$ cat config.mk
export PLATFORM = sky130hd
export DESIGN_NAME = reg_dump_uart
export DESIGN_NICKNAME = d
export VERILOG_FILES = /design/src/rtl/reg_dump_uart.sv
export SDC_FILE = /design/constraint.sdc
export NUM_CORES = 1
export LEC_CHECK = 0
export ABC_AREA = 1
export BUFFER_PORTS_ARGS = -buffer_cell sky130_fd_sc_hd__buf_2
export CAP_MARGIN = 10
export CORE_ASPECT_RATIO = 2
export CORE_MARGIN = 3
export CORE_UTILIZATION = 38
export DETAILED_ROUTE_END_ITERATION = 12
export GPL_TIMING_DRIVEN = 0
export PLACE_DENSITY = 0.57
export REMOVE_ABC_BUFFERS = 1
export SYNTH_ARGS = -nofsm -noshare
export SYNTH_HDL_FRONTEND = slang
export SYNTH_SLANG_ARGS = --single-unit
$ cat constraint.sdc
create_clock -name clk -period 2.8 [get_ports clk]
set_input_delay 0.42 -clock clk [delete_from_list [all_inputs] [get_ports clk]]
set_output_delay 0.42 -clock clk [all_outputs]
set_load 0.05 [all_outputs]
$ cat src/rtl/reg_dump_uart.sv
// reg_dump_uart
//   Walks the register-file debug port through x0..x31 and streams every
//   word out as four 8N1 UART bytes, least-significant byte first.
//   Stream: x0[7:0], x0[15:8], ..., x31[31:24] (128 bytes, no header).
//
// Parameters
//   CLKS_PER_BIT  clock cycles per UART bit (>= 2)
//
// Ports
//   clk                  in   system clock, rising edge
//   reset                in   asynchronous active-low reset
//   start                in   dump request, sampled only while idle
//   Debug_output[31:0]   in   register-file debug read data
//   PC[31:0]             in   program counter (used only with REG_DUMP_PC_EN)
//   Debug_Source_select  out  register index presented to the register file
//   tx                   out  UART serial line, idles high
//   busy                 out  high from the cycle after start acceptance
//                             until the done cycle has been left
//   done                 out  one-cycle pulse after the last stop bit
//
// Optional feature (macro REG_DUMP_PC_EN)
//   PC is captured when start is accepted and sent as a 33rd word after
//   x31, giving a 132-byte stream. Debug_Source_select holds 31 during
//   that extra slot.
module reg_dump_uart #(
    parameter int CLKS_PER_BIT = 434
) (
    input  logic        clk,
    input  logic        reset,
    input  logic        start,
    input  logic [31:0] Debug_output,
    input  logic [31:0] PC,
    output logic [4:0]  Debug_Source_select,
    output logic        tx,
    output logic        busy,
    output logic        done
);

    localparam int BW = (CLKS_PER_BIT > 1) ? $clog2(CLKS_PER_BIT) : 1;
    localparam logic [BW-1:0] BAUD_LAST = BW'(CLKS_PER_BIT - 1);

`ifdef REG_DUMP_PC_EN
    localparam int IW = 6;
    localparam logic [IW-1:0] IDX_LAST = 6'd32;
`else
    localparam int IW = 5;
    localparam logic [IW-1:0] IDX_LAST = 5'd31;
`endif

    typedef enum logic [2:0] {
        S_IDLE,
        S_SEL,
        S_START,
        S_DATA,
        S_STOP,
        S_DONE
    } state_t;

    state_t          r_state;
    logic [IW-1:0]   r_idx;
    logic [2:0]      r_bit;
    logic [1:0]      r_byte;
    logic [BW-1:0]   r_baud;
    logic [31:0]     r_buf;
    logic            r_tx;
    logic            r_busy;
    logic            r_done;
    logic [4:0]      r_sel;

    logic            w_baud_end;
    logic [2:0]      w_bit_next;
    logic [IW-1:0]   w_idx_next;
    logic [4:0]      w_sel_next;
    logic [31:0]     w_sel_word;

    assign w_baud_end = (r_baud == BAUD_LAST);
    assign w_bit_next = r_bit + 3'd1;
    assign w_idx_next = r_idx + 1'b1;

`ifdef REG_DUMP_PC_EN
    logic [31:0] r_pc;

    // The PC slot (index 32) keeps the register-file select parked on x31.
    assign w_sel_next = w_idx_next[5] ? 5'd31 : w_idx_next[4:0];
    assign w_sel_word = (r_idx == IDX_LAST) ? r_pc : Debug_output;

    always_ff @(posedge clk or negedge reset) begin
        if (!reset) begin
            r_pc <= '0;
        end else if (r_state == S_IDLE && start) begin
            r_pc <= PC;
        end
    end
`else
    logic w_pc_unused;

    assign w_pc_unused = ^PC;
    assign w_sel_next  = w_idx_next;
    assign w_sel_word  = Debug_output;
`endif

    always_ff @(posedge clk or negedge reset) begin
        if (!reset) begin
            r_state <= S_IDLE;
            r_idx   <= '0;
            r_bit   <= '0;
            r_byte  <= '0;
            r_baud  <= '0;
            r_buf   <= '0;
            r_tx    <= 1'b1;
            r_busy  <= 1'b0;
            r_done  <= 1'b0;
            r_sel   <= '0;
        end else begin
            case (r_state)
                S_IDLE: begin
                    r_tx   <= 1'b1;
                    r_done <= 1'b0;
                    if (start) begin
                        r_idx   <= '0;
                        r_sel   <= '0;
                        r_busy  <= 1'b1;
                        r_state <= S_SEL;
                    end
                end
                // Debug_Source_select has been stable for this whole cycle,
                // so the combinational read data is sampled here only.
                S_SEL: begin
                    r_buf   <= w_sel_word;
                    r_byte  <= '0;
                    r_bit   <= '0;
                    r_baud  <= '0;
                    r_tx    <= 1'b0;
                    r_state <= S_START;
                end
                S_START: begin
                    if (w_baud_end) begin
                        r_baud  <= '0;
                        r_bit   <= '0;
                        r_tx    <= r_buf[{r_byte, 3'd0}];
                        r_state <= S_DATA;
                    end else begin
                        r_baud <= r_baud + 1'b1;
                    end
                end
                S_DATA: begin
                    if (w_baud_end) begin
                        r_baud <= '0;
                        if (r_bit == 3'd7) begin
                            r_tx    <= 1'b1;
                            r_state <= S_STOP;
                        end else begin
                            r_bit <= w_bit_next;
                            r_tx  <= r_buf[{r_byte, w_bit_next}];
                        end
                    end else begin
                        r_baud <= r_baud + 1'b1;
                    end
                end
                S_STOP: begin
                    if (w_baud_end) begin
                        r_baud <= '0;
                        if (r_byte != 2'd3) begin
                            r_byte  <= r_byte + 2'd1;
                            r_tx    <= 1'b0;
                            r_state <= S_START;
                        end else if (r_idx != IDX_LAST) begin
                            // Explicit end compare: the index never wraps.
                            r_idx   <= w_idx_next;
                            r_sel   <= w_sel_next;
                            r_state <= S_SEL;
                        end else begin
                            r_done  <= 1'b1;
                            r_state <= S_DONE;
                        end
                    end else begin
                        r_baud <= r_baud + 1'b1;
                    end
                end
                S_DONE: begin
                    r_done  <= 1'b0;
                    r_busy  <= 1'b0;
                    r_state <= S_IDLE;
                end
                default: begin
                    r_state <= S_IDLE;
                end
            endcase
        end
    end

    assign tx                  = r_tx;
    assign busy                = r_busy;
    assign done                = r_done;
    assign Debug_Source_select = r_sel;

endmodule
==> flow_metrics.py <==
metrics = {
    "run_status": {
        "status": "finished clean",
    },
    "layout": {
        "final_core_util": 0.467,
        "nets": 504,
        "regArea_um2": 1430,
        "final_cell_area_um2": 3600,
        "fillCellCount": 784,
        "final_common_cell": "nand2_1",
        "multi_input_area_um2": 1450,
        "n_antenna_cell": 0,
        "final_cell_mix": "nand2_1, dfrtp_1, buf_2, nand3_1, inv_1",
        "area_growth_pct": 18.3,
        "drive_gt1_frac": 0.207,
    },
    "clocking": {
        "cts_tree": "built",
        "cts_num_sinks": 57,
        "numCtsBuffers": 9,
        "cts_max_level": 3,
        "cts_root_buf": "clkbuf_16",
        "insertion_delay_ps": 320,
        "clk_pin_slew_worst_paths_ps": 50,
        "clockBufferDepth": 2,
    },
    "floorplan": {
        "die_h_um": 133,
        "rows": 45,
        "ios": 75,
        "fp.dieW_um": 69.3,
        "fp.dieArea_um2": 9180,
        "start_util": 0.394,
        "core_um2": 7710,
    },
    "detailed_routing": {
        "viasPerCell": 4.87,
        "first_iter_violations": 151,
        "post_drt_wl_per_cell_um": 13.0,
        "ant_nets": 0,
        "post-route-drc-count": 0,
        "drt_pass1_iterations": 6,
        "routed_wl_um": 6880,
        "num_vias": 2570,
    },
    "timing": {
        "clock.fmax_ghz": 0.410,
        "drv_slew": 0,
        "setup_viol": 0,
        "post-route-period-util": 0.871,
        "rsz0062_at_grt": "no",
        "slew_headroom": 0.290,
        "setup_ws_ps": 362,
        "final.setup.tns_ps": 0,
        "worst_slew_pin_slew_ps": 1060,
        "fin_worst_skew_ps": 3.93,
        "timing.hold.ws_ps": 80.7,
        "period_needed_ps": 2440,
        "final-hold-violation-count": 0,
    },
    "job": {
        "cap_violations": 0,
    },
    "global_routing": {
        "grt_usage": 0.165,
        "gr-total-overflow": 0,
        "grt_max_degree": 37,
        "antenna_found_initial": 0,
        "grt_pass1_wl_um": 12200,
        "grt_pass1_vias": 2679,
    },
    "worst_setup_path": {
        "critPathMaxFanout": 33,
        "cpPeakStageDelay_ps": 690,
        "crit_buf_inv": 2,
        "crit_type": "register to register",
        "critPathLaunch": "r_state[0]",
        "crit_family": "simple AND/OR/NAND/NOR gates",
        "r2r_start": "r_state[0]",
        "cp_slowest_cell": "nor3_4",
        "cp_data_required_time_ps": 3030,
        "crit_path_start_kind": "register",
        "path_cells": "inv_4, nor3_4, inv_2, nand2_4, nand3_1, a22oi_1",
        "endpoint_kind": "register",
        "worstPathArrival_ps": 2670,
    },
    "synthesis": {
        "syn_area_per_cell_um2": 7.86,
        "synth-edff-count": 0,
        "async_reset_ff_frac": 1.00,
        "ys_types": 36,
        "synth_warnings": 0,
        "yosysSeqAreaShare": 0.469,
        "synth-seq-cells": 57,
        "syn_inst": 387,
        "syn_area_um2": 3040,
        "ys.flop_type": "dfrtp_1",
    },
    "power_and_ir_drop": {
        "power_leakage_uw": 0.00185,
        "powerDensity_nw_per_um2": 1080,
        "ir_drop_v": 0.000528,
    },
    "place": {
        "gp_congestion": 0.825,
        "numPortBuffers": 42,
        "dp_slack_ps": -153,
        "hpwl_um": 4800,
        "placed_cell_area_um2": 3330,
    },
    "min_path": {
        "hp-class": "input port to asynchronous set/reset pin",
    },
}
[per-stage QoR]
step                cells  total power (uW)
global route          528              4240
global placement      511              2890
detailed placement    512              2930
finish                528              3890
CTS                   528              3940
floorplan             375              2510
[final timing paths]
path,slack [ps],endpoint,cells past startpoint
hold reg to reg,470,r_buf[12],2
hold / removal,80,r_baud[1],1
max in group asynchronous,2080,tx,2
setup reg to reg,360,r_baud[6],6
setup / recovery,360,r_baud[6],6
min in group clk,290,r_buf[23],3
[registers in the layout, indices dropped and copies added, names as in the netlist]
signal / count
r_buf: 32
r_baud: 9
Debug_Source_select: 5
r_bit: 3
r_state: 3
r_byte: 2
busy: 1
done: 1
tx: 1
[worst register-to-register path: stages (launching register included)]
cell	delay, ps
dfrtp_1	450
inv_4	110
nor3_4	690
inv_2	490
nand2_4	320
nand3_1	100
a22oi_1	180
[layout make-up]
cell class | count | area share
Multi-Input combinational cell | 290 | 0.403
Sequential cell | 57 | 0.397
Clock buffer | 11 | 0.0675
Timing Repair Buffer | 43 | 0.0640
Tap cell | 94 | 0.0327
Inverter | 29 | 0.0309
Clock inverter | 4 | 0.00556
[power breakdown]
group          switching [uW]  total [uW]  internal (uW)
Clock                     357         966            609
Sequential                234        1360           1130
Combinational            1050        1560            512
Total                    1640        3890           2250
[cells in the mapped netlist, types with 6 or more instances]
cell,count,share of area
o21ai_1,9,0.015
ha_1,7,0.029
inv_1,19,0.023
nand2_1,167,0.21
o21ai_0,8,0.013
clkbuf_1,6,0.0074
nor2_1,13,0.016
nor2_4,6,0.022
inv_2,8,0.0099
dfrtp_1,56,0.46
a21oi_1,11,0.018
nand3_1,35,0.058
[cells by family (layout without fill, tap and decap cells)]
kind of cell / Yosys count / after routing / share of synthesized area
adder cells (fa/ha/maj): 7 / 7 / 0.0288
AO/OA/AOI/OAI: 36 / 36 / 0.0666
flip-flops: 57 / 57 / 0.469
AND/OR/NAND/NOR: 244 / 245 / 0.372
XOR/XNOR: 2 / 2 / 0.00576
buffers and inverters: 41 / 87 / 0.0576
[metal layers]
| metal | share of wire | track usage | routed length, um | vias to the layer above |
|---|---|---|---|---|
| li1 | - | - | - | 1319 |
| met1 | 0.40 | 0.178 | 2780 | 1188 |
| met2 | 0.55 | 0.304 | 3750 | 50 |
| met3 | 0.030 | 0.0350 | 205 | 13 |
| met4 | 0.020 | 0.0674 | 141 | 0 |
| met5 | 0 | 0 | 0 | - |
[what timing repair did]
item / CTS / global route
endpoints found under the setup margin: 10 / 0
setup buffers: 0 / 0
hold buffers: 0 / 0
gates resized for setup: 0 / 0
No activity file was read; power rests on OpenSTA's default activity.
